--- src/rtl/masked_share_decoder_pkg.sv ---
// Shared definitions for the share decoder: state encoding and counter sizing.
package masked_share_decoder_pkg;

  localparam logic ST_COLLECT = 1'b0;
  localparam logic ST_OUTPUT  = 1'b1;

  typedef enum logic {
    COLLECT = ST_COLLECT,
    OUTPUT  = ST_OUTPUT
  } state_e;

  function automatic int clog2(input int n);
    int r;
    r = 32'sd0;
    for (int i = 0; i < 31; i++) begin
      if ((32'sd1 <<< i) < n) begin
        r = i + 32'sd1;
      end
    end
    return r;
  endfunction

  // A 2-share sharing still needs one counter bit.
  function automatic int cnt_width(input int d);
    return (clog2(d) > 32'sd1) ? clog2(d) : 32'sd1;
  endfunction

endpackage

--- src/rtl/masked_share_decoder_sreg.sv ---
// W-wide share register gadget; kept as its own instance so the accumulator is never merged upstream.
module masked_share_decoder_sreg #(
  parameter int W = 32
) (
  input  logic         clk,
  input  logic         rst,
  input  logic         en,
  input  logic [W-1:0] d,
  output logic [W-1:0] q
);

  // Enabled register with asynchronous clear.
  always_ff @(posedge clk or posedge rst) begin
    if (rst) begin
      q <= {W{1'b0}};
    end else if (en) begin
      q <= d;
    end
  end

endmodule

--- src/rtl/masked_share_decoder.sv ---
// Recombines D serially delivered shares by XOR and presents the unmasked word on a valid/ready port.
module masked_share_decoder
  import masked_share_decoder_pkg::*;
#(
  parameter int W = 32,
  parameter int D = 2
) (
  input  logic         clk,
  input  logic         rst,
  input  logic         in_valid,
  output logic         in_ready,
  input  logic [W-1:0] in_share,
  output logic         out_valid,
  input  logic         out_ready,
  output logic [W-1:0] out_data,
  output logic         busy
);

  localparam int CW = cnt_width(D);
  localparam logic [CW-1:0] CNT_LAST = CW'(D - 1);

  if (D < 2) begin : g_d_check
    $error("masked_share_decoder: D must be at least 2");
  end

  state_e        state_r;
  state_e        state_n;
  logic [CW-1:0] cnt_r;
  logic [CW-1:0] cnt_n;
  logic          acc_en_s;
  logic [W-1:0]  acc_d_s;
  logic [W-1:0]  acc_r;

  masked_share_decoder_sreg #(
    .W(W)
  ) u_acc (
    .clk(clk),
    .rst(rst),
    .en (acc_en_s),
    .d  (acc_d_s),
    .q  (acc_r)
  );

  // Next state, counter and accumulator update; in_share is only selected on an accepted share.
  always_comb begin
    state_n  = state_r;
    cnt_n    = cnt_r;
    acc_en_s = 1'b0;
    acc_d_s  = acc_r;
    case (state_r)
      COLLECT: begin
        if (in_valid) begin
          acc_en_s = 1'b1;
          acc_d_s  = (cnt_r == {CW{1'b0}}) ? in_share : (acc_r ^ in_share);
          if (cnt_r == CNT_LAST) begin
            cnt_n   = {CW{1'b0}};
            state_n = OUTPUT;
          end else begin
            cnt_n = cnt_r + {{(CW-1){1'b0}}, 1'b1};
          end
        end else begin
          state_n = COLLECT;
        end
      end
      OUTPUT: begin
        if (out_ready) begin
          acc_en_s = 1'b1;
          acc_d_s  = {W{1'b0}};
          state_n  = COLLECT;
        end else begin
          state_n = OUTPUT;
        end
      end
      default: begin
        state_n  = COLLECT;
        cnt_n    = {CW{1'b0}};
        acc_en_s = 1'b1;
        acc_d_s  = {W{1'b0}};
      end
    endcase
  end

  // FSM state and share counter registers.
  always_ff @(posedge clk or posedge rst) begin
    if (rst) begin
      state_r <= COLLECT;
      cnt_r   <= {CW{1'b0}};
    end else begin
      state_r <= state_n;
      cnt_r   <= cnt_n;
    end
  end

  assign in_ready  = (state_r == COLLECT);
  assign out_valid = (state_r == OUTPUT);
  assign out_data  = acc_r & {W{out_valid}};
  assign busy      = (state_r == OUTPUT) | (cnt_r != {CW{1'b0}});

endmodule
--- config.mk ---
export PLATFORM = sky130hd
export DESIGN_NAME = masked_share_decoder
export DESIGN_NICKNAME = d
export VERILOG_FILES = /design/src/rtl/masked_share_decoder_pkg.sv /design/src/rtl/masked_share_decoder_sreg.sv /design/src/rtl/masked_share_decoder.sv
export SDC_FILE = /design/constraint.sdc
export NUM_CORES = 1
export LEC_CHECK = 0
export ABC_CLOCK_PERIOD_IN_PS = 1470
export CAP_MARGIN = 20
export CORE_ASPECT_RATIO = 0.7
export CORE_UTILIZATION = 40
export CTS_CLUSTER_DIAMETER = 40
export CTS_CLUSTER_SIZE = 28
export DETAILED_ROUTE_END_ITERATION = 10
export PLACE_DENSITY = 0.68
export SETUP_SLACK_MARGIN = 0.02
export SLEW_MARGIN = 20
export SYNTH_ARGS = -nofsm -noshare
export SYNTH_HDL_FRONTEND = slang
export SYNTH_SLANG_ARGS = --single-unit
--- constraint.sdc ---
create_clock -name clk -period 1.47 [get_ports clk]
set_clock_uncertainty 0.1 [all_clocks]
set_input_delay 0.3675 -clock clk [delete_from_list [all_inputs] [get_ports clk]]
set_output_delay 0.3675 -clock clk [all_outputs]
set_load 0.01 [all_outputs]
======== Yosys cells after proc, flatten, opt, wreduce, memory -nomap -nowiden ========
Cells that the tools add are included.
storage, ports and cells
  bits in registers ....................... 34
  input bits .............................. 36
  output and inout port bits .............. 35
  word-level logic and storage cells ...... 24
cells by class
  $add $sub $neg .......................... 1
  equal/unequal tests ..................... 2
  muxes and demuxes ....................... 12
  bitwise gates (word level) .............. 4
  reductions and logical operators ........ 2
operators by type and width
  cell                                  number
  2-to-1 mux 32 bit                     3
  one-hot mux 32 bit (2 select lines)   1
  AND 32 bit                            1
  XOR 32 bit                            1
  2-to-1 mux 1 bit                      6
  != test 2 bit, second input constant  2
  one-hot mux 1 bit (2 select lines)    2
  AND reduction 3 bit                   1
  AND reduction 2 bit                   1
  adder 1 bit, second input constant    1
  inverter 1 bit                        1
  bitwise OR 1 bit                      1

======== Longest topological paths before layout ========
  depth after elaboration ................. 4
  depth in mapped cells ................... 5
  mapped depth without buffers ............ 3

======== Hierarchy ========
A second synthesis with hierarchy kept.
unflattened totals
  cells, all modules ...................... 334
  area total of the unflattened synthesis .. 2,934.1 µm²
by module, submodules not included
  module                     instances  cells each  area an instance (µm²)  seq. area each (µm²)
  masked_share_decoder       1          265         1,585.3                 50.0
  masked_share_decoder_sreg  1          69          1,348.8                 800.8

======== Least setup slack after synthesis ========
Ideal clock, no wire load.
  path kind ............................... register -> output
  from .................................... register state_r, in the netlist out_valid
  to ...................................... output port out_data[20]
  data arrival time ....................... 0.988 ns
  slack ................................... 0.015 ns
  cell stages (with the launch flop) ...... 4
  cells stage by stage .................... dfrtp_1 -> buf_2 -> clkbuf_1 -> and2_1
between the ends
  longest elaborated chain between the ends .. 1
RTL lines
  element                 RTL line                    RTL
  start, declared         masked_share_decoder.sv:26  state_e state_r;
  start signal, assigned  masked_share_decoder.sv:89  state_r <= state_n;
  AND 32 bit              masked_share_decoder.sv:96  assign out_data = acc_r & {W{out_valid}};
  end, declared           masked_share_decoder.sv:15  output logic [W-1:0] out_data,
Every way passes these cells.

======== Final worst setup path ========
  from .................................... register state_r, in the netlist out_valid
  to ...................................... output port out_data[21]
Same word-level chain as after synthesis.

==> metrics <==
actual slew at the worst max-slew pin 0.337 ns; clk buf depth 2; routed vias/inst 5.26; Final ANT Viol Nets 0; clock latency on the worst-skew pair 0.29 ns; worst reg2reg setup slack 0.06 ns; CTS root buf clkbuf_8; H-tree Lvls 2; Worst VDD drop 1020 uV; num rows 24; Clk pwr share 9.8%; synthesized net count 361; NetSw 2.67 mW; Num CTS Buffers 5; Tcrit/Tclk final 121%; initial core utilization 41.5%; post-route worst setup slack -0.306 ns; Reg clk slew, reported paths 0.07 ns; wire per inst 14.5 microns; fin nets 462; Min-Delay Path Class in -> async; power share of the combinational group 65.0%; crit path from out_valid; Seq/Total Area, Yosys 32.9%; outcome complete, but fails checks; final setup fails 35; syn avg cell area 7.97 sq um; area grow syn2layout 50.1%; Critical Path Start Type register; Placer Congestion 0.749; I/O pin cnt 71; Finished Cell Area 3890 sq um; dpl hpwl 4750 microns; largest net degree at the start of global routing 67; Tmin final 1.78 ns; fmax 563 MHz; Area after DPL 3600 sq um; RSZ-0062 raised after global routing yes; critical path type reg -> out; first-pass GRT wire length 12,400 microns; All-Layer GR Usage 22.7%; n_diodes 0; Reg power frac 25.3%; Die Y 69.3 microns; max_slew headroom 77.5%; gr ovfl total 0; Post-route DRC 1; first-iteration detailed-routing DRC count 106; drt first pass iters 9; Cell Int Power 4.21 mW; critical path fanouts, max 6; cells after synthesis 325; setup TNS -7.80 ns; initial antenna violation count 0; switching share of power 38.8%; Post-Syn Area 2590 sq um; clk sinks 34; Critical Path AT 1.31 ns; CTS tree done; die area 6810 sq um; maxcap violations 0; flops & latches, synth 34; worst r2r src out_valid; crit path capture type primary output; violated checks design-rule violations, negative setup slack; Hold Violations, Final 0; Slew Limit Fails 0; total vias in the final route 2,651; Core Region 6250 sq um; power per cell area 1770 nW/um^2; synth unique cells 16; share of post-route cells with drive strength above 1 27.7%; reg2reg path depth 5; Die Width 98.2 microns; vias in the first global route 2,594; Critical Path RT 1.00 ns; P_leak 1.60 nW; hold_buf cts 0; Port Buffer Count 70; total of warnings raised by yosys 0; routed wire length 7310 microns; Design Power 6.88 mW; RR Endpoint u_acc.q[1]
[per-layer routing]
metal,track usage (%),vias up,wire (microns)
li1,-,1313,-
met1,32.2,1250,3420
met2,35.8,78,3410
met3,4.13,10,403
met4,5.80,0,73
met5,0,-,0
[worst max-delay path, cell delays in order, from the launching register on]
cell     delay (ns)
dfrtp_2        0.49
buf_12         0.17
buf_8          0.12
and2_4         0.13
buf_6          0.11
[sequential cells by signal, summed over array words and instances, names as in the netlist]
name       count
cnt_r          1
out_valid      1
u_acc.q       32
[how the worst max path moves through the flow]
stage / end / slack, ns / depth (start not counted)
2_1_floorplan: out_data[10] / 0.02 / 3
3_3_place_gp: busy / -0.32 / 3
3_5_place_dp: busy / -0.33 / 3
4_1_cts: busy / -0.33 / 3
5_1_grt: out_data[21] / -0.33 / 4
6_report: out_data[21] / -0.31 / 4
[cell families (layout without fill, tap and decap cells)]
group | count (synthesis) | in the layout | synth area share [%]
DFF | 34 | 34 | 32.9
xor gates and xnor gates | 1 | 1 | 0.338
buffers and inverters | 30 | 131 | 5.56
AOI/OAI and AO/OA | 97 | 97 | 25.1
and+or+nand+nor | 163 | 163 | 36.2
[final cells by class]
class / count / area, sq um
tap: 78 / 97.6
inverter: 3 / 23.8
fill: 554 / 2360
sequential: 34 / 853
clock buffer: 7 / 76.3
timing repair buffer: 121 / 1180
multi-input combinational: 261 / 1660
[repair_timing]
item,4_1_cts,5_1_grt
endpoints found under the setup margin,68,68
gates resized for setup,177,30
cloned,2,0
pin swaps,9,5
setup buffers,10,2
[power by group through the flow]
stage / combinational, mW / clock (mW) / sequential (mW)
floorplan: 2.16 / 0 / 1.72
global placement: 3.74 / 0 / 1.69
detailed placement: 3.85 / 0 / 1.69
CTS: 4.37 / 0.688 / 1.72
global route: 4.90 / 0.728 / 1.80
finish: 4.47 / 0.671 / 1.74
[cell usage in the layout, fill, tap and decap left out, types with 3 or more instances in the layout]
| cell | Yosys | final |
|---|---|---|
| nor2b_1 | 97 | 96 |
| o211ai_1 | 64 | 64 |
| clkdlybuf4s50_1 | 0 | 34 |
| buf_4 | 0 | 34 |
| dfrtp_1 | 34 | 32 |
| nand2_1 | 33 | 31 |
| buf_6 | 1 | 29 |
| o21ai_0 | 22 | 22 |
| and2_4 | 0 | 19 |
| and2_1 | 32 | 13 |
| buf_2 | 18 | 13 |
| o21ai_1 | 10 | 10 |
| clkbuf_8 | 0 | 5 |
| buf_12 | 0 | 5 |
| buf_8 | 0 | 3 |
[synth_stat cells, drive strengths merged]
master / number / area share, %
buf: 19 / 3.9
inv: 2 / 0.29
or2: 1 / 0.24
o21ai: 32 / 6.2
o211ai: 64 / 19
and2: 32 / 7.7
a31o: 1 / 0.34
clkbuf: 8 / 1.2
xnor2: 1 / 0.34
nor2b: 97 / 23
nand2: 33 / 4.8
dfrtp: 34 / 33
clkinv: 1 / 0.14
[stage by stage]
stage          std cells  utilization [%]  setup slack, ns  hold slack (ns)
2_1_floorplan        325                -           0.0206            0.409
3_3_place_gp         485             57.7           -0.322            0.456
3_5_place_dp         485             57.7           -0.331            0.474
4_1_cts              504             61.1           -0.333            0.308
5_1_grt              504             62.2           -0.333            0.339
6_report             504             62.2           -0.306            0.304
No activity file was read; power rests on OpenSTA's default activity.
